<file path="src/rtl/mac_8bit.sv">
// mac_8bit: sequential 8-bit unsigned multiply-accumulate.
// Computes product = multiplicand * multiplier + addend with one shift-add step per clock.
// Optional build macro MAC_EARLY_TERM_EN: leave CALC as soon as no multiplier bits remain.
module mac_8bit (
  input  logic        clk,
  input  logic        rst,
  input  logic        strt,
  input  logic [7:0]  multiplicand,
  input  logic [7:0]  multiplier,
  input  logic [7:0]  addend,
  output logic [15:0] product,
  output logic        done,
  output logic        idle
);

  // The encoding 2'b01 is never assigned and falls back to IDLE through the default arm.
  typedef enum logic [1:0] {
    IDLE     = 2'b00,
    CALC     = 2'b11,
    POSTCALC = 2'b10
  } state_t;

  state_t      state, state_nxt;
  logic [15:0] mcand_reg;
  logic [15:0] acc;
  logic [7:0]  mult_reg;
  logic [2:0]  step;
  logic        calc_last;

  // Decide whether the current CALC cycle is the final shift-add step.
`ifdef MAC_EARLY_TERM_EN
  always_comb calc_last = (step == 3'd7) || (mult_reg[7:1] == 7'd0);
`else
  always_comb calc_last = (step == 3'd7);
`endif

  // Register the FSM state.
  always_ff @(posedge clk) begin
    if (rst) state <= IDLE;
    else     state <= state_nxt;
  end

  // Compute the next state.
  always_comb begin
    state_nxt = IDLE;
    case (state)
      IDLE:     state_nxt = strt ? CALC : IDLE;
      CALC:     state_nxt = calc_last ? POSTCALC : CALC;
      POSTCALC: state_nxt = IDLE;
      default:  state_nxt = IDLE;
    endcase
  end

  assign idle = (state == IDLE);

  // Capture the operands, run the shift-add steps and publish the result.
  always_ff @(posedge clk) begin
    if (rst) begin
      mcand_reg <= 16'd0;
      mult_reg  <= 8'd0;
      acc       <= 16'd0;
      step      <= 3'd0;
      product   <= 16'd0;
      done      <= 1'b0;
    end else begin
      done <= 1'b0;
      case (state)
        IDLE: begin
          if (strt) begin
            mcand_reg <= {8'd0, multiplicand};
            mult_reg  <= multiplier;
            acc       <= {8'd0, addend};
            step      <= 3'd0;
          end
        end
        CALC: begin
          // The result cannot exceed 65280, so the carry-out is always zero and is dropped.
          if (mult_reg[0]) acc <= acc + mcand_reg;
          mcand_reg <= {mcand_reg[14:0], 1'b0};
          mult_reg  <= {1'b0, mult_reg[7:1]};
          step      <= step + 3'd1;
        end
        POSTCALC: begin
          product <= acc;
          done    <= 1'b1;
        end
        default: ;
      endcase
    end
  end

endmodule

</file>
<file path="config.mk">
export PLATFORM = sky130hd
export DESIGN_NAME = mac_8bit
export DESIGN_NICKNAME = d
export VERILOG_FILES = /design/src/rtl/mac_8bit.sv
export SDC_FILE = /design/constraint.sdc
export NUM_CORES = 1
export LEC_CHECK = 0
export ABC_AREA = 0
export CELL_PAD_IN_SITES_DETAIL_PLACEMENT = 0
export CELL_PAD_IN_SITES_GLOBAL_PLACEMENT = 1
export CORE_MARGIN = 8
export CORE_UTILIZATION = 37
export DETAILED_ROUTE_END_ITERATION = 8
export PLACE_DENSITY = 0.75
export SETUP_SLACK_MARGIN = 0.2
export SLEW_MARGIN = 20
export SYNTH_ARGS = -nofsm -noshare
export SYNTH_HDL_FRONTEND = slang
export SYNTH_SLANG_ARGS = --single-unit
</file>
<file path="constraint.sdc">
create_clock -name clk -period 2.3 [get_ports clk]
set_input_delay 0.575 -clock clk [delete_from_list [all_inputs] [get_ports clk]]
set_output_delay 0.575 -clock clk [all_outputs]
set_load 0.02 [all_outputs]
</file>
==> out/results.ini <==
[outcome]
status=finished clean

[timing]
tightest_slew_ns=0.564
fin_setup_tns_ns=0
max_freq_mhz=484
setup_violations=0
rsz0062_at_grt=true
maxSlewViolCount=0
hold_viol=0
finClkSkew_ns=0.00608
fin_crit_ns=2.07
finalCritPeriodShare_pct=89.8
whs_ns=0.473
slew_headroom_pct=62.4

[placement]
port_buffers=44
place_inst=488
globalplace.congestion=0.851
dp_hpwl_mm=5.35

[yosys]
syn-num-nets=391
synth_common_cells=nor2_1 (64), dfxtp_1 (62), mux2i_1 (41), a211oi_1 (24), ha_1 (20)
yosys-top-cells-area=dfxtp_1 (40%), mux2i_1 (13%), ha_1 (8.0%)
yosysSeqAreaShare_pct=39.9
synth-async-reset-ratio_pct=0
synth_seq_cells=62
synth_edf_count=0
syn-cell-area_mm2=0.00311
yosys.area.top_type_share_pct=39.9
synth_flop_cell=dfxtp_1
yosysMostFrequentCell=nor2_1
yosysWarnings=0
ys_types=41
synth_top_area_cell=dfxtp_1
synth_area_per_cell_um2=9.07
syn_inst=343

[cells_and_area]
num_antenna_cells=0
area_delta_synth_final_pct=27.5
final_cells=504
drive_above_1_share_pct=12.0
nets=442
fillers=801

[die]
die_h_um=108
chipWidth_um=108
start_util_pct=38.1
die_area_mm2=0.0116
io_pins=45
core_area_mm2=0.00818
fp-row-count=33

[route]
avgRoutedWirePerCell_um=14.6
drc=0
viasPerCell=5.08
drt_first_pass_iters=4
ant_nets=0
vias=2558
first_iter_violations=90
finalWirelength_mm=7.38

[critical_path]
end_kind=register
cp-start-kind=register
crit_slowest_cell=fa_2
ff2ff_path_depth=8
critical_path.max_stage_delay_ns=0.41
critPathRequiredTime_ns=2.53
critPathKind=reg -> reg
crit_fanout=4
path_cells=ha_4, fa_2, a211oi_4, o21ai_2, and3_4, o211ai_1, mux2i_1, nand2_1
r2r_slack_ns=0.23
reg2reg_from=mcand_reg[0]
cp.arrival_ns=2.30
r2r_end=acc[12]

[grt]
grt_pass1_vias=2540
antenna_found_initial=0
grt_pass1_wl_mm=12.4
grt-ovfl-total=0
grt_usage_pct=13.4
grt_max_degree=54

[power_and_ir_drop]
finalPower_w=0.00279
p_per_area_mw_per_mm2=704
ir_drop_mv=0.542
cellLeakagePower_nw=1.49

[min_path]
hold_depth=1
worstHoldStart=acc[15]
min_to=acc[15]
hold_path.class=reg -> reg

[clock_tree]
cts.path.max_buffers=2
clock-sinks=62
clkTransAtPathRegs_ns=0.07
cts_max_level=3
cts_buffers=9
cts_tree=yes
root_buffer=clkbuf_8
insertion_delay_ns=0.34

[flow_run]
maxCapViolations=0

==> layout make-up <==
cell class	count	area (um^2)	area share [%]
clock inverters	6	62.6	1.58
flip-flops and latches	62	1240	31.3
inverters	8	30.0	0.757
well taps	105	131	3.31
multi-input cells	256	1840	46.4
repair buffers	57	532	13.4
clock buffers	10	128	3.22
==> timing repair <==
item                                    CTS  global route
setup buffers                             0             0
resized for setup                         3            17
hold buffers                              0             0
endpoints found under the setup margin    4             8
pin swaps                                 0             6
==> per-layer routing <==
metal	wire length (um)	global-route usage, %
met3	317	4.61
met5	0	0
met1	3490	16.7
met4	75	3.87
met2	3490	21.4
==> power by group <==
part           switching, W  internal, W
clock              0.000434     0.000496
combinational      0.000340     0.000286
sequential        0.0000744      0.00116
==> how the worst max path moves through the flow <==
stage | slack (ns) | cells after the start | startpoint | end
2_1_floorplan | 0.21 | 8 | mcand_reg[0] | acc[12]
3_3_place_gp | 0.07 | 8 | mcand_reg[0] | acc[12]
3_5_place_dp | 0.05 | 8 | mcand_reg[0] | acc[12]
4_1_cts | 0.13 | 8 | mcand_reg[0] | acc[12]
5_1_grt | 0.11 | 8 | mcand_reg[0] | acc[12]
6_report | 0.23 | 8 | mcand_reg[0] | acc[12]
==> critical path: cells and delay by family, from the launching register on <==
family	cells	cell delay, ns
AOI/OAI and AO/OA	3	0.57
adders and majority gates	2	0.58
DFF	1	0.34
muxes	1	0.21
and+or+nand+nor	2	0.26
==> stage by stage <==
| stage | cell area (um^2) | setup slack (ns) | util [%] |
|---|---|---|---|
| 6_report | 3970 | 0.234 | 48.5 |
| 5_1_grt | 3970 | 0.113 | 48.5 |
| 4_1_cts | 3900 | 0.129 | 47.7 |
| 3_5_place_dp | 3700 | 0.0499 | 45.3 |
| 3_3_place_gp | 3700 | 0.0684 | 45.3 |
| 2_1_floorplan | 3110 | 0.213 | - |
==> layout by cell type (no fill, tap or decap), types with 4 or more instances in the layout <==
master / count
ha_1: 18
inv_1: 8
a22oi_1: 13
a211oi_1: 22
nand2_1: 15
a21oi_2: 5
xnor2_1: 6
clkdlybuf4s50_1: 42
o21ai_1: 4
nor2_1: 64
mux2i_1: 41
nor3_1: 4
clkbuf_8: 9
o21ai_0: 11
buf_4: 13
dfxtp_1: 60
a21oi_1: 11
==> kinds of logic after synthesis <==
| kind of cell | share of synthesized area [%] |
|---|---|
| AO/OA/AOI/OAI | 19.2 |
| XOR/XNOR | 2.53 |
| adder cells (fa/ha/maj) | 8.69 |
| buffers and inverters | 3.30 |
| flip-flops | 39.9 |
| multiplexers | 13.2 |
| AND/OR/NAND/NOR | 13.2 |
Note: power is estimated with default switching activity, not from simulation.
